===== config.mk =====
export PLATFORM = sky130hd
export DESIGN_NAME = max7219_update_sched
export DESIGN_NICKNAME = d
export VERILOG_FILES = /design/src/rtl/max7219_update_sched.sv
export SDC_FILE = /design/constraint.sdc
export NUM_CORES = 1
export LEC_CHECK = 0
export CELL_PAD_IN_SITES_DETAIL_PLACEMENT = 2
export CELL_PAD_IN_SITES_GLOBAL_PLACEMENT = 2
export CORE_MARGIN = 2
export CORE_UTILIZATION = 27
export CTS_CLUSTER_SIZE = 8
export DETAILED_ROUTE_END_ITERATION = 16
export PLACE_DENSITY = 0.77
export SLEW_MARGIN = 20
export SYNTH_ARGS = -nofsm -noshare
export SYNTH_HDL_FRONTEND = slang
export SYNTH_SLANG_ARGS = --single-unit

===== constraint.sdc =====
create_clock -name i_clk -period 3 [get_ports i_clk]
set_input_delay 0.6 -clock i_clk [delete_from_list [all_inputs] [get_ports i_clk]]
set_output_delay 0.6 -clock i_clk [all_outputs]
set_load 0.05 [all_outputs]

===== src/rtl/max7219_update_sched.sv =====
// Sequences MAX7219 register writes (init, shutdown, intensity, digit refresh) over a valid/ready word port.
// First word is valid the cycle after a pending flag is seen in IDLE; o_word is held while i_word_ready is low.
module max7219_update_sched #(
  parameter logic [2:0] SCAN_LIMIT = 3'd7
) (
  input  logic        i_clk,
  input  logic        i_reset,
  input  logic        i_en,
  input  logic        i_refresh_stb,
  input  logic [63:0] i_digits,
  input  logic [3:0]  i_brightness,
  input  logic        i_blank,
  output logic [15:0] o_word,
  output logic        o_word_valid,
  input  logic        i_word_ready,
  output logic        o_busy,
  output logic        o_init_done
);

  typedef enum logic [2:0] {INIT, IDLE, SHDN, INTENS, DIGITS} state_t;

  state_t      state;
  logic [2:0]  idx;
  logic [63:0] snap;
  logic        refresh_pend, bright_pend, blank_pend;
  logic [3:0]  last_bright;
  logic        last_blank;
  logic        xfer, bright_diff, blank_diff;

  assign xfer        = o_word_valid && i_word_ready;
  assign bright_diff = (i_brightness != last_bright);
  assign blank_diff  = (i_blank != last_blank);

  function automatic logic [15:0] init_word(input logic [2:0] k, input logic [3:0] br,
                                            input logic bl);
    case (k)
      3'd0:    init_word = 16'h0F00;
      3'd1:    init_word = 16'h0900;
      3'd2:    init_word = {8'h0B, 5'b0, SCAN_LIMIT};
      3'd3:    init_word = {8'h0A, 4'h0, br};
      default: init_word = {8'h0C, 7'h0, ~bl};
    endcase
  endfunction

  always_ff @(posedge i_clk) begin
    if (i_reset) begin
      state        <= INIT;
      o_word       <= 16'h0;
      o_word_valid <= 1'b0;
      o_busy       <= 1'b1;
      o_init_done  <= 1'b0;
      idx          <= 3'd0;
      snap         <= 64'h0;
      refresh_pend <= 1'b0;
      bright_pend  <= 1'b0;
      blank_pend   <= 1'b0;
      last_bright  <= i_brightness;
      last_blank   <= i_blank;
    end else begin
      // Flags accumulate every cycle; the clears below take precedence when a word is loaded.
      refresh_pend <= refresh_pend | i_refresh_stb;
      bright_pend  <= bright_pend | bright_diff;
      blank_pend   <= blank_pend | blank_diff;

      case (state)
        INIT: begin
          // idx counts words already loaded; the sequence pauses (not aborts) while i_en is low.
          if (!o_word_valid || xfer) begin
            if (idx == 3'd5) begin
              o_word_valid <= 1'b0;
              o_busy       <= 1'b0;
              o_init_done  <= 1'b1;
              state        <= IDLE;
            end else if (i_en) begin
              o_word       <= init_word(idx, i_brightness, i_blank);
              o_word_valid <= 1'b1;
              idx          <= idx + 3'd1;
              if (idx == 3'd3) begin
                last_bright <= i_brightness;
                bright_pend <= 1'b0;
              end
              if (idx == 3'd4) begin
                last_blank <= i_blank;
                blank_pend <= 1'b0;
              end
            end else begin
              o_word_valid <= 1'b0;
            end
          end
        end

        IDLE: begin
          if (i_en) begin
            if (blank_pend) begin
              o_word       <= {8'h0C, 7'h0, ~i_blank};
              o_word_valid <= 1'b1;
              o_busy       <= 1'b1;
              last_blank   <= i_blank;
              blank_pend   <= 1'b0;
              state        <= SHDN;
            end else if (bright_pend) begin
              o_word       <= {8'h0A, 4'h0, i_brightness};
              o_word_valid <= 1'b1;
              o_busy       <= 1'b1;
              last_bright  <= i_brightness;
              bright_pend  <= 1'b0;
              state        <= INTENS;
            end else if (refresh_pend) begin
              snap         <= i_digits;
              o_word       <= {8'h01, i_digits[7:0]};
              o_word_valid <= 1'b1;
              o_busy       <= 1'b1;
              idx          <= 3'd0;
              refresh_pend <= i_refresh_stb;
              state        <= DIGITS;
            end
          end
        end

        SHDN, INTENS: begin
          if (xfer) begin
            o_word_valid <= 1'b0;
            o_busy       <= 1'b0;
            state        <= IDLE;
          end
        end

        DIGITS: begin
          if (xfer) begin
            if (idx == 3'd7 || !i_en) begin
              o_word_valid <= 1'b0;
              o_busy       <= 1'b0;
              state        <= IDLE;
              // A pass cut short by i_en is re-requested so the display is not left partial.
              if (idx != 3'd7) refresh_pend <= 1'b1;
            end else begin
              o_word <= {4'h0, {1'b0, idx} + 4'd2, snap[{idx + 3'd1, 3'b000} +: 8]};
              idx    <= idx + 3'd1;
            end
          end
        end

        default: begin
          o_word_valid <= 1'b0;
          o_busy       <= 1'b0;
          state        <= IDLE;
        end
      endcase
    end
  end

endmodule

==> run metrics <==
outcome=completed; vias per cell=4.94; Slew Viols, Final=0; post-synthesis sequential area ratio=0.428; DIE AREA=between 15000 and 20000 um2; Critical Path Slowest Stage Cell=mux4_2; hold_buf cts=0; CP Class=reg2reg; Hold Path End=snap[52]$_SDFFE_PP0P_; Post-CTS Setup Bufs=0; Die Ht=133 um; final WL=between 15000 and 20000 um; Resize count post-CTS=0; most frequent cells in the layout=150 x nand2_1, 88 x dfxtp_1, 87 x clkdlybuf4s50_1, 75 x a21oi_1, 28 x nor2_1; # IOs=between 90 and 100; fillers=between 1500 and 2000; 1st-iter DRT viols=approximately 240; nets=a little under 700; clk buf depth=2; RSZ-0062 raised after global routing=false; Multi-input gate area=2320 um2; Final ANT Viol Nets=0; startpoint types=register; Critical path origin=idx[1]$_SDFFE_PP0P_; Hold Path Class=reg2reg; Rel. slew slack=0.570; worst r2r src=idx[1]$_SDFFE_PP0P_; sequential standard cell area=1910 um2; first-pass GRT wire length=25100 um; Synth Instances=~530; r2r setup slk=roughly 0.43 ns; clock slew at reported path FFs=around 0.070 ns; Crit Path Max Fanout=15; P_leak=approximately 2 nW; total CTS buffers=9; hold path start=snap[52]$_SDFFE_PP0P_; largest net degree at the start of global routing=76; Max Cap Violations=0; via count=between 4000 and 5000; Synth async-reset ratio=0; wire length per cell=18.7 um; Row Count=47; most common cell after layout, fill and taps aside=nand2_1; initial antenna violation count=0; die width=approximately 130 um; number of diodes=0; P&R area growth vs syn=30.3%; CP Data Arrival Time=about 2.8 ns; Worst R2R Path Depth=7; Placer Congestion=0.838; Clk Latency, worst-skew pair=~0.35 ns; synthesized area=about 4500 um2; PwrDens=566 nW/um2; port bufs=88; Core Box Area=16400 um2; kind of end point of the critical path=register; H-tree lvl count=3; area post-placement=5530 um2; CTS root buf=clkbuf_16; Worst path top cell family by delay=multiplexers; clock sink total=93; CTS tree=done; Slew @ Worst Pin=between 0.6 and 0.7 ns; Worst Skew=roughly 0.011 ns; Avg Cell Area, Syn=approximately 8.4 um2; Initial Utilization=0.272; setup violators final=0; minimum hold slack=between 0.4 and 0.5 ns; number of global-route vias before repair=~4500; setup total negative slack=0 ns; Congestion Overflow GR=0; worst r2r dst=o_word[1]$_SDFFE_PP0P_; Total Routing Usage GR=0.182; hpwl dp=about 11000 um; DR pass1 iterations=5; Cells on Worst Hold Path=2; peak supply drop=about 0.00026 V; share of cells above drive strength 1=0.0903; Peak Freq=390 MHz; Critical Path Max Stage Delay=between 0.5 and 0.6 ns; Tcrit/Tclk final=0.856; post-synth cell types=55; Post-synth EDFFs=5; Min Clock Period, post-route=between 2 and 3 ns; Most used DFF post-synth=dfxtp_1; crit-path cells=inv_1, ha_1, buf_4, mux4_2, mux2_2, a221oi_1, a211oi_2; Data required, critical path=approximately 3.2 ns; total number of yosys warnings=0; final count of hold timing violations=0; Crit path buffers/inverters=2; # DRC=0; Seq cells post-synth=between 90 and 100; final instance area=~5800 um2
## registers in the layout (all words and copies together) (netlist names), 3 cells and up
name / count
snap: 64
state: 3
last_bright: 4
idx: 3
o_word: 12
## where the power goes
part	leakage, nW	internal, mW	switching, mW	total [mW]
clock	0.139	0.647	0.517	1.16
combinational	1.08	0.337	0.459	0.796
sequential	0.762	1.29	0.0422	1.34
## cells in the mapped netlist, drive strengths merged (3+ instances only)
| cell | instances | area [um2] |
|---|---|---|
| nand2 | 150 | 563 |
| dfxtp | 88 | 1760 |
| a21oi | 76 | 384 |
| nor2 | 28 | 105 |
| clkbuf | 22 | 82.6 |
| buf | 21 | 141 |
| mux2i | 18 | 180 |
| mux4 | 10 | 225 |
| inv | 9 | 33.8 |
| a211oi | 8 | 75.1 |
| ha | 7 | 87.6 |
| nor3 | 7 | 40.0 |
| a31oi | 6 | 37.5 |
| nor3b | 6 | 45.0 |
| a221oi | 5 | 43.8 |
| edfxtp | 5 | 150 |
| nand3 | 5 | 25.0 |
| and2 | 4 | 25.0 |
| nand2b | 4 | 25.0 |
| o21ai | 4 | 20.0 |
| o22ai | 4 | 25.0 |
| a21o | 3 | 22.5 |
| a22oi | 3 | 22.5 |
| mux2 | 3 | 33.8 |
| nand3b | 3 | 22.5 |
| nor2b | 3 | 18.8 |
| xnor2 | 3 | 26.3 |
## worst register-to-register path, delay by kind of cell, from the launching register on
family	cells	cell delay, ns
muxes	2	0.83
AOI/OAI and AO/OA	2	0.46
buffers and inverters	2	0.42
DFF	1	0.43
adders and majority gates	1	0.31
## area by class of cell
class	instances	share of cell area
sequential	93	0.328
tap	220	0.0473
multi-input combinational	391	0.398
clock inverter	6	0.0110
timing repair buffer	100	0.170
clock buffer	10	0.0393
inverter	9	0.00580
## through the flow
step                std cells  utilization  power [mW]  worst slack [ns]
global route              829        0.355        3.45             0.309
detailed placement        813        0.337        2.15             0.472
global placement          813        0.337        2.12             0.585
floorplan                 536            -        1.86            0.0778
CTS                       829        0.355        3.32             0.444
finish                    829        0.355        3.30             0.434
## per-layer routing
| metal | GRT usage | up-vias | wire (um) |
|---|---|---|---|
| met5 | 0 | - | 0 |
| met1 | 0.225 | 2029 | 6830 |
| met2 | 0.320 | 82 | 7840 |
| met4 | 0.0681 | 0 | 339 |
| met3 | 0.0303 | 21 | 530 |
| li1 | - | 1966 | - |
## worst max path at each step
stage | endpoint | slack (ns) | cells after the start
after CTS | o_word[1]$_SDFFE_PP0P_ | 0.44 | 7
after floorplan | o_word[3]$_SDFFE_PP0P_ | 0.08 | 11
after global routing | o_word[1]$_SDFFE_PP0P_ | 0.31 | 7
after global placement | o_word[1]$_SDFFE_PP0P_ | 0.59 | 7
final | o_word[1]$_SDFFE_PP0P_ | 0.43 | 7
after detailed placement | idx[1]$_SDFFE_PP0P_ | 0.47 | 6
## logic make-up after synthesis
logic type | after synthesis | synth area share
flip-flops | 93 | 0.428
multiplexers | 31 | 0.0983
adder cells (fa/ha/maj) | 7 | 0.0196
XOR/XNOR | 5 | 0.00980
AO/OA/AOI/OAI | 124 | 0.175
other | 1 | 0.000839
buffers and inverters | 52 | 0.0577
AND/OR/NAND/NOR | 220 | 0.211
Power figures use the tool's default switching activity.
